==> src/rtl/im_port_arbiter.sv <==
// im_port_arbiter: shares one single-port instruction memory between the
// fetch stage (reads) and a program loader (single-word writes).
// At most one memory access per cycle; the grant is combinational from the
// requests and registered state. Fetch has priority over the loader.
// Optional build macro IM_ARB_FAIRNESS_EN: after RUN_LIMIT consecutive fetch
// grants with a waiting loader, the next contended cycle goes to the loader.
//
// Ports:
//   clk, reset         clock, asynchronous active-high reset
//   f_req, Pc_F        fetch request and byte address
//   f_stall            fetch requested but not granted this cycle
//   f_valid, instr_F,  fetch result of the previous-cycle grant
//   f_err              previous fetch address out of range / misaligned
//   ld_req, ld_addr,   loader write request, byte address, data
//   ld_wdata
//   ld_ack, ld_err     loader request completed (rejected when ld_err)
//   mem_addr, mem_we,  memory address, write enable, write data
//   mem_wdata
//   mem_rdata          memory read data, one cycle after the address
module im_port_arbiter #(
  parameter logic [31:0] BASE_ADDR = 32'h0000_3000,
  parameter logic [31:0] TOP_ADDR  = 32'h0000_6FFC,
  parameter int unsigned RUN_LIMIT = 8
) (
  input  logic        clk,
  input  logic        reset,
  input  logic        f_req,
  input  logic [31:0] Pc_F,
  output logic        f_stall,
  output logic        f_valid,
  output logic [31:0] instr_F,
  output logic        f_err,
  input  logic        ld_req,
  input  logic [31:0] ld_addr,
  input  logic [31:0] ld_wdata,
  output logic        ld_ack,
  output logic        ld_err,
  output logic [31:0] mem_addr,
  output logic        mem_we,
  output logic [31:0] mem_wdata,
  input  logic [31:0] mem_rdata
);

  // Last cycle's grant
  localparam logic [1:0] S_IDLE  = 2'd0;
  localparam logic [1:0] S_FETCH = 2'd1;
  localparam logic [1:0] S_LOAD  = 2'd2;

  if (RUN_LIMIT == 0) begin : g_bad_run_limit
    $error("RUN_LIMIT must be at least 1");
  end

  logic [1:0] state;
  logic [1:0] state_nxt;
  logic       fetch_bad;
  logic       fetch_bad_nxt;
  logic       f_legal;
  logic       ld_legal;
  logic       force_ld;
  logic       fetch_gnt;
  logic       ld_gnt;

  function automatic logic addr_legal(input logic [31:0] a);
    return (a >= BASE_ADDR) && (a <= TOP_ADDR) && (a[1:0] == 2'b00);
  endfunction

  assign f_legal  = addr_legal(Pc_F);
  assign ld_legal = addr_legal(ld_addr);

`ifdef IM_ARB_FAIRNESS_EN
  localparam int unsigned CNT_W = (RUN_LIMIT > 1) ? $clog2(RUN_LIMIT + 1) : 1;

  logic [CNT_W-1:0] run_cnt;

  // Consecutive fetch grants while the loader waits; saturates at RUN_LIMIT
  always_ff @(posedge clk or posedge reset) begin
    if (reset) begin
      run_cnt <= '0;
    end else if (ld_gnt || !ld_req) begin
      run_cnt <= '0;
    end else if (fetch_gnt && (run_cnt != CNT_W'(RUN_LIMIT))) begin
      run_cnt <= run_cnt + CNT_W'(1);
    end
  end

  assign force_ld = ld_req && (run_cnt == CNT_W'(RUN_LIMIT));
`else
  assign force_ld = 1'b0;
`endif

  // Grant: nothing is granted while reset is held
  assign fetch_gnt = f_req && !reset && !force_ld;
  assign ld_gnt    = ld_req && !reset && !fetch_gnt;

  // State register; clearing it on reset discards any outstanding read
  always_ff @(posedge clk or posedge reset) begin
    if (reset) begin
      state     <= S_IDLE;
      fetch_bad <= 1'b0;
    end else begin
      state     <= state_nxt;
      fetch_bad <= fetch_bad_nxt;
    end
  end

  // Next state, memory port and handshake outputs
  always_comb begin
    state_nxt     = S_IDLE;
    fetch_bad_nxt = 1'b0;
    mem_addr      = 32'h0;
    mem_we        = 1'b0;
    mem_wdata     = 32'h0;
    ld_ack        = 1'b0;
    ld_err        = 1'b0;
    f_stall       = f_req && !fetch_gnt;
    f_valid       = (state == S_FETCH);
    instr_F       = 32'h0;
    f_err         = 1'b0;

    // Result of last cycle's fetch; illegal fetches never touched memory
    if (state == S_FETCH) begin
      f_err = fetch_bad;
      if (!fetch_bad) begin
        instr_F = mem_rdata;
      end
    end

    if (fetch_gnt) begin
      state_nxt     = S_FETCH;
      fetch_bad_nxt = !f_legal;
      if (f_legal) begin
        mem_addr = Pc_F;
      end
    end else if (ld_gnt) begin
      state_nxt = S_LOAD;
      ld_ack    = 1'b1;
      ld_err    = !ld_legal;
      if (ld_legal) begin
        mem_we    = 1'b1;
        mem_addr  = ld_addr;
        mem_wdata = ld_wdata;
      end
    end
  end

endmodule
==> config.mk <==
export PLATFORM = sky130hd
export DESIGN_NAME = im_port_arbiter
export DESIGN_NICKNAME = d
export VERILOG_FILES = /design/src/rtl/im_port_arbiter.sv
export SDC_FILE = /design/constraint.sdc
export NUM_CORES = 1
export LEC_CHECK = 0
export BUFFER_PORTS_ARGS = -buffer_cell sky130_fd_sc_hd__buf_2
export CAP_MARGIN = 10
export CORE_AREA = 3 3 89 91
export DETAILED_ROUTE_END_ITERATION = 16
export DIE_AREA = 0 0 92 94
export PLACE_DENSITY_LB_ADDON = 0.1
export SKIP_CTS_REPAIR_TIMING = 1
export SLEW_MARGIN = 5
export SYNTH_ARGS = -nofsm -noshare
export SYNTH_HDL_FRONTEND = slang
export SYNTH_SLANG_ARGS = --single-unit
==> constraint.sdc <==
create_clock -name clk -period 1 [get_ports clk]
set_input_delay 0 -clock clk [delete_from_list [all_inputs] [get_ports clk]]
set_output_delay 0 -clock clk [all_outputs]
set_load 0.03 [all_outputs]
==> run summary <==
Most numerous cell in the Yosys netlist: and2_1
Area of the mapped netlist: 0.00151 mm2
Setup TNS: -23,900 ps
Area of the multi-input gates: 0.00172 mm2
I/O Pins: 234
Worst VDD drop: 246 uV
CTS Root Cell: clkbuf_8
Die area: 0.00865 mm2
Yosys top cell area share: 19.2%
Via count: 2,356
Netlist cell types: 29
DIE HEIGHT: 94 um
Tot GR Track Use: 15.1%
Sequential share of the synthesized area: 4.97%
Violated checks: negative setup slack
Post-route ant nets: 0
FMAX: 0.725 GHz
Commonest cells post-synth: and2_1 (34), inv_1 (33), nor3_2 (29)
Data arrival, critical path: 1380 ps
First-pass GRT wire length: 10,600 um
Pleak: 0.00210 uW
Tot Pwr: 1480 uW
Initial antenna violation count: 0
DRT Pass-1 Iters: 4
Max Slew Vio Count: 0
Non-filler cells, final: 549
Asr flop ratio synth: 100%
Site Rows: 31
CTS Buffer Depth: 2
Layout area overhead: 167%
Total Routed Length: 7900 um
CTS tree: done
Final hold viol count: 0
Final worst slack: -379 ps
EDFF count, synth: 0
H-tree Lvls: 1
Area of the core: 0.00721 mm2
Starting DRC count in detailed routing: 27
Fraction of layout cells with a size suffix above 1: 78.2%
Fill cells: 690
Placer Congestion: 0.757
Avg Synthesized Cell Area: 7.30 um2
PD cells: 367 mW/mm2
Synth top area cells: nor3_2 (19%), and2_1 (14%), buf_4 (10%)
Port bufs: 214
Clock-pin slew on the worst setup and hold paths: 30 ps
Mapped Cells: 207
Nets: 583
Yosys reg bits: 3
CP required: 1000 ps
Die width: 92 um
Routed len/inst: 14.4 um
DRC viols: 0
RSZ-0062 raised after global routing: true
Final period util: 138%
Worst setup EP type: output port
Crit Path Class: reg -> out
Vias in the first global route: 2,155
Max Cap Viol: 0
Ant. Diodes: 0
Most used DFF post-synth: dfrtp_1
CTS buffer count: 3
Clock sinks: 3
Status: complete, but fails checks
Placed Instances: 537
Endpoints failing setup: 80
Largest net degree at the start of global routing: 33
Ys Warns: 0
DR vias/cell: 4.29
Initial Utilization: 21.0%
Hold Crit Class: in -> reg
Cell taking the most area after synthesis: nor3_2
Sequential Area: 75.1 um2
Remaining global-route overflow: 0
Tmin final: 1380 ps
Crit-path max FO: 32
Critical Path Start Type: flip-flop
Post-detail-place hpwl: 6320 um
layout make-up:
| type | instances | area share [%] |
|---|---|---|
| inverters | 33 | 3.07 |
| flip-flops and latches | 3 | 1.86 |
| multi-input cells | 152 | 42.5 |
| well taps | 99 | 3.07 |
| clock buffers | 4 | 1.12 |
| repair buffers | 258 | 48.4 |
flip-flops by register name, indices dropped and copies added (netlist names):
| signal | cells |
|---|---|
| fetch_bad | 1 |
| state | 2 |
kinds of logic after synthesis:
family,Yosys count,share of synthesized area (%)
AO/OA/AOI/OAI,30,20.8
flip-flops,3,4.97
AND/OR/NAND/NOR,101,48.8
other,1,0.248
XOR/XNOR,2,1.16
buffers and inverters,70,24.0
per-stage QoR:
step / instance area, um2 / util, % / setup WS [ps] / hold slack (ps)
after global placement: 3390 / 47.0 / -400 / 25.2
after floorplan: 2150 / - / -219 / -246
after global routing: 4040 / 55.9 / -444 / 154
after CTS: 3440 / 47.6 / -410 / -203
final: 4040 / 55.9 / -379 / 146
after detailed placement: 3390 / 47.0 / -408 / 25.5
critical path: stages (launching register included):
cell and delay [ps]:
dfrtp_1 380, nor2b_4 110, nor2b_4 160, buf_12 170
and2_4 160, clkbuf_4 180
per-layer routing:
metal	track usage [%]	wire [um]
met5	0	0
met4	2.85	59
met3	3.61	813
met2	28.8	4360
met1	17.2	2670
report_power, final:
group / total, uW / internal, uW / leakage (uW) / switching [uW]
clock: 352 / 272 / 0.0000228 / 80.5
sequential: 132 / 128 / 0.0000392 / 3.85
combinational: 997 / 463 / 0.00203 / 533
total: 1480 / 863 / 0.00210 / 618
placed cells by master, fill, tap and decap left out:
master / Yosys / final
o21ai_2: 0 / 1
buf_2: 11 / 153
xor2_1: 2 / 2
clkbuf_4: 0 / 1
o2111ai_1: 10 / 10
o32ai_4: 0 / 13
o21a_1: 2 / 2
nor3b_4: 1 / 1
clkbuf_8: 0 / 3
inv_1: 33 / 33
and2_1: 34 / 2
nor3_1: 5 / 1
nand4_1: 4 / 4
a21boi_1: 2 / 2
conb_1: 1 / 19
nor3_2: 29 / 5
buf_6: 1 / 62
buf_12: 0 / 7
and3b_1: 2 / 2
buf_4: 21 / 28
nand3_1: 1 / 1
nor2_4: 0 / 1
buf_8: 0 / 3
o211ai_4: 0 / 1
and2b_1: 1 / 1
clkbuf_1: 4 / 1
nor3_4: 0 / 28
nor4_4: 1 / 6
and2_4: 0 / 31
dfrtp_1: 3 / 3
clkbuf_16: 0 / 3
dlygate4sd3_1: 0 / 1
nor4_2: 1 / 2
o21ai_1: 2 / 1
nor2b_4: 0 / 2
and2_2: 0 / 1
nand2_1: 13 / 13
worst paths after layout:
path                           from  depth (start not counted)     endpoint
worst max-delay path       state[1]                          5  instr_F[23]
worst min-delay path          f_req                          3     state[1]
max in group asynchronous     reset                          4     state[1]
min in group asynchronous     reset                          4     state[0]
No activity file was read; power rests on OpenSTA's default activity.
